`config.mk`:
```
export PLATFORM = sky130hd
export DESIGN_NAME = passage_detector
export DESIGN_NICKNAME = d
export VERILOG_FILES = /design/src/rtl/passage_detector_pkg.sv /design/src/rtl/passage_detector_beam_debounce.sv /design/src/rtl/passage_detector.sv
export SDC_FILE = /design/constraint.sdc
export NUM_CORES = 1
export LEC_CHECK = 0
export ABC_AREA = 1
export CORE_MARGIN = 5
export CORE_UTILIZATION = 25
export CTS_CLUSTER_DIAMETER = 50
export DETAILED_ROUTE_END_ITERATION = 16
export SYNTH_ARGS = -nofsm -noshare
export SYNTH_HDL_FRONTEND = slang
export SYNTH_SLANG_ARGS = --single-unit
```
`constraint.sdc`:
```
create_clock -name clk -period 2.2 [get_ports clk]
set_clock_uncertainty 0.1 [all_clocks]
set_input_delay 0.44 -clock clk [delete_from_list [all_inputs] [get_ports clk]]
set_output_delay 0.44 -clock clk [all_outputs]
set_load 0.01 [all_outputs]
```
`src/rtl/passage_detector_pkg.sv`:
```
// Shared definitions for the lane passage detector: FSM state encoding,
// (beam_out, beam_in) pair encodings and the debounce counter width.
package passage_detector_pkg;

  localparam int CNT_W   = 8;
  localparam int STALL_W = 16;

  typedef enum logic [2:0] {
    ST_IDLE  = 3'd0,
    ST_E1    = 3'd1,
    ST_E2    = 3'd2,
    ST_E3    = 3'd3,
    ST_X1    = 3'd4,
    ST_X2    = 3'd5,
    ST_X3    = 3'd6,
    ST_ABORT = 3'd7
  } state_e;

  // Filtered beam pair, packed as {beam_out, beam_in}
  localparam logic [1:0] PAIR_CLEAR = 2'b00;
  localparam logic [1:0] PAIR_IN    = 2'b01;
  localparam logic [1:0] PAIR_OUT   = 2'b10;
  localparam logic [1:0] PAIR_BOTH  = 2'b11;

  // True for the six phases of a passage in progress
  function automatic logic in_passage(input state_e s);
    return (s != ST_IDLE) && (s != ST_ABORT);
  endfunction

endpackage

```
`src/rtl/passage_detector_beam_debounce.sv`:
```
// Two-flop synchronizer followed by a consecutive-difference debounce
// counter. The filtered output follows the synchronized beam once the two
// have disagreed for DEB_CYCLES consecutive cycles.
module beam_debounce
  import passage_detector_pkg::*;
#(
  parameter int DEB_CYCLES = 4
) (
  input  logic clk,
  input  logic reset,
  input  logic raw,
  output logic filt
);

  localparam logic [CNT_W-1:0] CNT_LAST = CNT_W'(DEB_CYCLES - 1);

  logic [1:0]       sync_q;
  logic             filt_q, filt_d;
  logic [CNT_W-1:0] cnt_q, cnt_d;

  // Count cycles of disagreement; any agreement restarts the count
  always_comb begin
    filt_d = filt_q;
    cnt_d  = '0;
    if (sync_q[1] != filt_q) begin
      if (cnt_q == CNT_LAST) begin
        filt_d = sync_q[1];
      end else begin
        cnt_d = cnt_q + 1'b1;
      end
    end
  end

  // Synchronizer, filtered value and counter registers
  always_ff @(posedge clk or negedge reset) begin
    if (!reset) begin
      sync_q <= '0;
      filt_q <= 1'b0;
      cnt_q  <= '0;
    end else begin
      sync_q <= {sync_q[0], raw};
      filt_q <= filt_d;
      cnt_q  <= cnt_d;
    end
  end

  assign filt = filt_q;

endmodule

```
`src/rtl/passage_detector.sv`:
```
// Lane passage detector: debounces the street-side and lot-side beams and
// walks the four-phase blocking sequence to emit one-cycle entry/exit pulses.
// Optional feature macro: PASSAGE_TIMEOUT_EN adds a stall counter that aborts
// a passage stuck in one phase for TIMEOUT_CYCLES cycles.
module passage_detector
  import passage_detector_pkg::*;
#(
  parameter int DEB_CYCLES     = 4,
  parameter int TIMEOUT_CYCLES = 1000
) (
  input  logic clk,
  input  logic reset,
  input  logic beam_out,
  input  logic beam_in,
  output logic sensor_ent,
  output logic sensor_sai,
  output logic busy,
  output logic fault
);

  localparam logic [STALL_W-1:0] TIMEOUT_LIM = STALL_W'(TIMEOUT_CYCLES);

  logic       out_filt, in_filt;
  logic [1:0] pair;

  state_e state_q, state_d;
  logic   ent_q, ent_d;
  logic   sai_q, sai_d;
  logic   busy_q, fault_q;
  logic   timed_out;

  beam_debounce #(.DEB_CYCLES(DEB_CYCLES)) u_deb_out (
    .clk   (clk),
    .reset (reset),
    .raw   (beam_out),
    .filt  (out_filt)
  );

  beam_debounce #(.DEB_CYCLES(DEB_CYCLES)) u_deb_in (
    .clk   (clk),
    .reset (reset),
    .raw   (beam_in),
    .filt  (in_filt)
  );

  assign pair = {out_filt, in_filt};

`ifdef PASSAGE_TIMEOUT_EN
  logic [STALL_W-1:0] stall_q, stall_d;

  // Stall counter: restarts on IDLE or any phase change, saturates otherwise
  always_comb begin
    stall_d = stall_q;
    if ((state_q == ST_IDLE) || (state_d != state_q)) begin
      stall_d = '0;
    end else if (stall_q != {STALL_W{1'b1}}) begin
      stall_d = stall_q + 1'b1;
    end
  end

  // Stall counter register
  always_ff @(posedge clk or negedge reset) begin
    if (!reset) begin
      stall_q <= '0;
    end else begin
      stall_q <= stall_d;
    end
  end

  assign timed_out = in_passage(state_q) && (stall_q >= TIMEOUT_LIM);
`else
  logic [STALL_W-1:0] timeout_unused;
  assign timeout_unused = TIMEOUT_LIM;
  assign timed_out      = 1'b0;
`endif

  // Next-state and pulse decode from the filtered beam pair
  always_comb begin
    state_d = state_q;
    ent_d   = 1'b0;
    sai_d   = 1'b0;
    case (state_q)
      ST_IDLE: begin
        case (pair)
          PAIR_OUT:  state_d = ST_E1;
          PAIR_IN:   state_d = ST_X1;
          PAIR_BOTH: state_d = ST_ABORT;
          default:   state_d = ST_IDLE;
        endcase
      end
      ST_E1: begin
        case (pair)
          PAIR_BOTH:  state_d = ST_E2;
          PAIR_CLEAR: state_d = ST_IDLE;
          PAIR_IN:    state_d = ST_ABORT;
          default:    state_d = ST_E1;
        endcase
      end
      ST_E2: begin
        case (pair)
          PAIR_IN:    state_d = ST_E3;
          PAIR_OUT:   state_d = ST_E1;
          PAIR_CLEAR: state_d = ST_ABORT;
          default:    state_d = ST_E2;
        endcase
      end
      ST_E3: begin
        case (pair)
          PAIR_CLEAR: begin
            state_d = ST_IDLE;
            ent_d   = 1'b1;
          end
          PAIR_BOTH: state_d = ST_E2;
          PAIR_OUT:  state_d = ST_ABORT;
          default:   state_d = ST_E3;
        endcase
      end
      ST_X1: begin
        case (pair)
          PAIR_BOTH:  state_d = ST_X2;
          PAIR_CLEAR: state_d = ST_IDLE;
          PAIR_OUT:   state_d = ST_ABORT;
          default:    state_d = ST_X1;
        endcase
      end
      ST_X2: begin
        case (pair)
          PAIR_OUT:   state_d = ST_X3;
          PAIR_IN:    state_d = ST_X1;
          PAIR_CLEAR: state_d = ST_ABORT;
          default:    state_d = ST_X2;
        endcase
      end
      ST_X3: begin
        case (pair)
          PAIR_CLEAR: begin
            state_d = ST_IDLE;
            sai_d   = 1'b1;
          end
          PAIR_BOTH: state_d = ST_X2;
          PAIR_IN:   state_d = ST_ABORT;
          default:   state_d = ST_X3;
        endcase
      end
      default: begin
        if (pair == PAIR_CLEAR) state_d = ST_IDLE;
        else                    state_d = ST_ABORT;
      end
    endcase

    // A stalled passage is abandoned without a pulse
    if (timed_out) begin
      state_d = ST_ABORT;
      ent_d   = 1'b0;
      sai_d   = 1'b0;
    end
  end

  // FSM state and registered outputs; busy/fault decode the next state
  always_ff @(posedge clk or negedge reset) begin
    if (!reset) begin
      state_q <= ST_IDLE;
      ent_q   <= 1'b0;
      sai_q   <= 1'b0;
      busy_q  <= 1'b0;
      fault_q <= 1'b0;
    end else begin
      state_q <= state_d;
      ent_q   <= ent_d;
      sai_q   <= sai_d;
      busy_q  <= (state_d != ST_IDLE);
      fault_q <= (state_d == ST_ABORT);
    end
  end

  assign sensor_ent = ent_q;
  assign sensor_sai = sai_q;
  assign busy       = busy_q;
  assign fault      = fault_q;

endmodule

```
==> results of run 1 <==
==> flip-flops by register name (all words and copies together) (netlist names) <==
name	count
busy	1
fault	1
sensor_ent	1
sensor_sai	1
state_q	3
u_deb_in.cnt_q	8
u_deb_in.filt	1
u_deb_in.sync_q	2
u_deb_out.cnt_q	8
u_deb_out.filt	1
u_deb_out.sync_q	2
==> layout by cell type, fill, tap and decap left out <==
cell type / instances
nor2_2: 6
o21ai_1: 2
nand2_1: 24
nor2_1: 31
nand3_1: 13
clkbuf_8: 6
xnor2_1: 2
ha_1: 10
buf_4: 1
inv_1: 22
dfrtp_1: 29
a21oi_1: 5
nor2_4: 2
inv_2: 7
nand2_2: 4
nand4_1: 9
bufinv_16: 1
o21ai_0: 3
clkinv_1: 1
clkdlybuf4s50_1: 7
clkinvlp_4: 1
nor3b_1: 3
nor3_1: 5
nand3_2: 5
nor3_2: 1
xor2_1: 5
==> Yosys cell counts (4+ instances only) <==
library cell,count
inv_1,22
nor2_2,6
ha_1,10
a21oi_1,5
xor2_1,5
nand3_1,13
nand3_2,5
nor2_1,31
nand4_1,9
dfrtp_1,29
nand2_1,24
inv_2,7
nor3_1,5
nand2_2,4
==> worst min path at each step <==
stage / startpoint / to / cells past startpoint
after global routing: u_deb_out.sync_q[0]$_DFF_PN0_ / u_deb_out.sync_q[1]$_DFF_PN0_ / 0
final: u_deb_out.sync_q[0]$_DFF_PN0_ / u_deb_out.sync_q[1]$_DFF_PN0_ / 0
after detailed placement: u_deb_out.sync_q[0]$_DFF_PN0_ / u_deb_out.sync_q[1]$_DFF_PN0_ / 0
after floorplan: reset / busy$_DFF_PN0_ / 0
after global placement: u_deb_in.sync_q[0]$_DFF_PN0_ / u_deb_in.sync_q[1]$_DFF_PN0_ / 0
after CTS: u_deb_out.sync_q[0]$_DFF_PN0_ / u_deb_out.sync_q[1]$_DFF_PN0_ / 0
==> power by group <==
group	switching (mW)	total (mW)	internal [mW]	leakage, nW
combinational	0.586	0.945	0.359	0.448
sequential	0.162	0.810	0.648	0.378
clock	0.215	0.583	0.368	0.0574
total	0.964	2.34	1.37	0.884
==> cells by family after synthesis <==
| group | synth area share (%) |
|---|---|
| DFF | 45.0 |
| adders and majority gates | 7.75 |
| buffers and inverters | 8.14 |
| xor gates and xnor gates | 3.80 |
| AOI/OAI and AO/OA | 3.10 |
| and+or+nand+nor | 32.2 |
==> stage by stage <==
| step | cell area [um2] | setup slack (ns) | total power, mW | utilization [%] | hold WS (ns) |
|---|---|---|---|---|---|
| after floorplan | 1610 | 0.645 | 1.57 | - | 0.0444 |
| after global placement | 1770 | 0.495 | 1.77 | 28.0 | 0.235 |
| after detailed placement | 1770 | 0.495 | 1.77 | 28.0 | 0.236 |
| after CTS | 1890 | 0.474 | 2.37 | 29.9 | 0.250 |
| after global routing | 1890 | 0.297 | 2.56 | 29.9 | 0.271 |
| final | 1890 | 0.491 | 2.34 | 29.9 | 0.250 |
==> worst max-delay path: cells and delay by family, from the launching register on <==
family,cells,cell delay [ns]
DFF,1,0.45
and+or+nand+nor,6,0.53
adders and majority gates,1,0.37
buffers and inverters,1,0.15
==> area by class of cell <==
cell class	count	share of cell area, %
clock buffers	6	4.37
clock inverters	2	1.99
inverters	30	5.96
multi-input cells	130	40.1
flip-flops and latches	29	38.4
well taps	77	5.10
repair buffers	8	4.11
==> layer usage <==
layer | share of wire [%] | vias to the layer above | routed length [um] | track usage, %
met5 | 0 | - | 0 | 0
met4 | 1.8 | 0 | 52 | 4.22
met3 | 5.1 | 5 | 144 | 3.08
met2 | 45 | 18 | 1270 | 12.6
met1 | 48 | 557 | 1370 | 9.60
li1 | - | 632 | - | -
==> results.ini, run 1 <==
[run_status]
status = finished, final reports clean

[route]
drtIter0Drc = 24
routed_wl_um = 2840
firstDrtPassIters = 4
antenna_left = 0
routedWlPerCell_um = 10.1
drc_errors = 0
via_per_inst = 4.30
vias = 1212

[cts]
numCtsBuffers = 5
hold_buffers = 0
root_buffer = clkbuf_8
clock_latency_ns = 0.28
ctsResizeCount = 0
clkSlewWorstSetupHoldPaths_ns = 0.07
cts_post_setup_buffers_inserted = 0
ctsHtreeMaxLevel = 2
clock-sinks = 29
cts_tree = done
clockBufferDepth = 2

[sta]
slew_headroom_pct = 67.0
fmax_ghz = 0.585
rsz0062_at_grt = no
final.min_clock_period_ns = 1.71
final-hold-violation-count = 0
setup_tns_ns = 0
fin_crit_sh_pct = 77.7
setup_viol = 0
worst_pin_slew_ns = 0.495
slew_viol_final = 0

[run]
drv_cap = 0

[cells_and_area]
drive_gt1_share_pct = 16.6
stdcell_count = 282
multi_input_area_um2 = 757
fillCellCount = 700
area_delta_synth_final_pct = 17.1
antenna_cells = 0
seq_area_um2 = 726
nets = 218

[synthesis]
synth_cell_type_count = 23
synth-edff-count = 0
syn_nets = 205
ys_seq_elements = 29
yosysSeqAreaShare_pct = 45.0
syn_avg_cell_area_um2 = 8.45
syn_inst = 191
synth_top_area_share_pct = 45.0
syn-cell-area_um2 = 1610
ys_async_sr_fraction_pct = 100
synth_top_cell_by_area = dfrtp_1
yosys_warnings = 0
synth_area_leaders = dfrtp_1 45%, ha_1 7.8%, nor2_1 7.2%
ys.flop_type = dfrtp_1

[floorplanning]
dieArea_um2 = 8160
fp.dieW_um = 90.4
rows = 29
die_h_um = 90.4
start_util_pct = 25.6
num_io_pins = 8
design.core.area_um2 = 6310

[worst_setup_path]
endpoint_kind = flip-flop
rr_endpoint = fault$_DFF_PN0_
reg2reg_slack_ns = 0.49
crit_type = flip-flop to flip-flop
startpoint = u_deb_out.filt$_DFFE_PN0P_
setup.worst_path.end = fault$_DFF_PN0_
path_cells = inv_1 -> ha_1 -> nand4_1 -> nand2_1 -> nor2_2 -> nand3_2 -> nor2_2 -> nor2_1
cp_data_arrival_time_ns = 1.78
startpoint_type = flip-flop
rr_worst_depth = 8
required_ns = 2.27
path_common_cell = nor2_2
worst_path_max_delay_cell = dfrtp_1
slowest_delay_ns = 0.45
cp_max_fo = 6
r2r_start = u_deb_out.filt$_DFFE_PN0P_

[grt]
grt_antenna_before_repair = 0
grtUsageTotal_pct = 8.07
grt-ovfl-total = 0
grt_max_degree = 30
grt_pass1_wl_um = 5530
first_global_vias = 1274

[min_path]
hold_path.class = flip-flop to flip-flop

[placed_design]
hpwl_um = 2090
dpl.cell_count = 274
place_congestion = 0.896
portBuffers = 7

[power_and_ir_drop]
ir_drop_mv = 0.532
leakagePower_nw = 0.884
p_per_area_nw_per_um2 = 1240

Power figures use the tool's default switching activity.
==> inputs of run 2 (changes only) <==
clock period = 1.7 ns   (was 2.2 ns; I/O delays follow)
==> run 2 against run 1 <==
  * Register-to-register slack got worse by 0.37 ns
  * Worst hold slack got worse by 0.0014 ns
  * Combinational power up 46%
==> results.ini, run 2 (synthesis results as in run 1) <==
[worst_setup_path]
slowest_delay_ns = 0.40
rr_endpoint = fault$_DFF_PN0_
path_cells = buf_4 -> ha_2 -> inv_2 -> nand2_1 -> nand2_1 -> nor2_1 -> nor2_2 -> nand3_2 -> nor2_4 -> nor2_1
required_ns = 1.77
r2r_start = u_deb_in.filt$_DFFE_PN0P_
rr_worst_depth = 10
path_delay_family = simple AND/OR/NAND/NOR gates
endpoint_kind = flip-flop
reg2reg_slack_ns = 0.12
worst_path_max_delay_cell = dfrtp_1
cp_data_arrival_time_ns = 1.65
cp_max_fo = 4
crit_buf_inv = 2
startpoint_type = flip-flop
crit_type = flip-flop to flip-flop

[floorplanning]
die_h_um = 90.4
fp.dieW_um = 90.4
rows = 29
start_util_pct = 25.6
dieArea_um2 = 8160
num_io_pins = 8
design.core.area_um2 = 6310

[grt]
grt-ovfl-total = 0
grt_antenna_before_repair = 0
grtUsageTotal_pct = 8.02
grt_max_degree = 30
grt_pass1_wl_um = 5340
first_global_vias = 1238

[min_path]
hold_depth = 0
hold_path.class = flip-flop to flip-flop
hold_path_startpoint = u_deb_out.sync_q[0]$_DFF_PN0_
hold_path_end = u_deb_out.sync_q[1]$_DFF_PN0_

[route]
drtIter0Drc = 48
firstDrtPassIters = 4
routed_wl_um = 2970
routedWlPerCell_um = 10.4
antenna_left = 0
vias = 1244
via_per_inst = 4.36
drc_errors = 0

[cts]
ctsHtreeMaxLevel = 2
clockBufferDepth = 2
cts_tree = done
numCtsBuffers = 5
clock-sinks = 29
clkSlewWorstSetupHoldPaths_ns = 0.07
hold_buffers = 0
clock_latency_ns = 0.28
root_buffer = clkbuf_8

[sta]
slew_headroom_pct = 74.3
final-hold-violation-count = 0
setup_viol = 0
holdWs_ns = 0.248
finalWorstSetupSlack_ns = 0.118
fmax_ghz = 0.632
worst_pin_slew_ns = 0.386
slew_viol_final = 0
final.min_clock_period_ns = 1.58
fin_crit_sh_pct = 93.1

[placed_design]
portBuffers = 7
place_congestion = 0.825
pre_cts_ws_ns = -0.0183
place_area_um2 = 1780
hpwl_um = 2090

[cells_and_area]
layout_commonest_cell = nor2_1
reg.largest.list = u_deb_in.cnt_q (8), u_deb_out.cnt_q (8), state_q (3)
multi_input_area_um2 = 782
final_cell_mix = 31 x nor2_1, 27 x dfrtp_1, 24 x nand2_1, 21 x inv_1, 13 x nand3_1
post-route-util_pct = 30.7
seq_area_um2 = 728
drive_gt1_share_pct = 21.2
antenna_cells = 0
fillCellCount = 679
finish.instance_area_um2 = 1940
area_delta_synth_final_pct = 20.2
nets = 221

[power_and_ir_drop]
p_per_area_nw_per_um2 = 1640
leakagePower_nw = 0.893
power_mw = 3.18
ir_drop_mv = 1.02

[run_status]
status = finished, final reports clean

[run]
drv_cap = 0

[run 2: what timing repair did]
item / in CTS / in global routing
endpoints found under the setup margin: 2 / 3
resized for setup: 1 / 7
setup buffers: 0 / 2
cloned: 0 / 0
[run 2: how the worst max path moves through the flow]
stage,startpoint,to,cells past startpoint
2_1_floorplan,u_deb_out.filt$_DFFE_PN0P_,fault$_DFF_PN0_,8
3_3_place_gp,u_deb_out.filt$_DFFE_PN0P_,busy$_DFF_PN0_,10
3_5_place_dp,u_deb_out.filt$_DFFE_PN0P_,busy$_DFF_PN0_,8
4_1_cts,u_deb_in.filt$_DFFE_PN0P_,fault$_DFF_PN0_,10
5_1_grt,u_deb_in.filt$_DFFE_PN0P_,fault$_DFF_PN0_,9
6_report,u_deb_in.filt$_DFFE_PN0P_,fault$_DFF_PN0_,10
[run 2: area by class of cell]
type | instances | area share, %
Sequential cell | 29 | 37.5
Clock buffer | 6 | 4.26
Clock inverter | 2 | 1.94
Inverter | 30 | 5.81
Multi-Input combinational cell | 130 | 40.3
Tap cell | 77 | 4.97
Timing Repair Buffer | 11 | 5.16
[run 2: where the power goes]
part | leakage, nW | total, mW | switching [mW] | internal (mW)
sequential | 0.376 | 1.05 | 0.202 | 0.844
clock | 0.0574 | 0.754 | 0.278 | 0.476
combinational | 0.459 | 1.38 | 0.827 | 0.553
total | 0.893 | 3.18 | 1.31 | 1.87
[run 2: through the flow]
stage	cells	setup TNS (ns)
detailed placement	275	-0.0298
finish	285	0
global placement	275	0
floorplan	191	0
global route	285	-0.0247
CTS	283	0
[run 2: routing by layer]
layer  GRT usage [%]  wire length (um)  share of wire (%)
met1            9.39              1440                 49
met2            13.0              1330                 45
met3            2.92               165                5.6
met4            3.72                34                1.1
met5               0                 0                  0
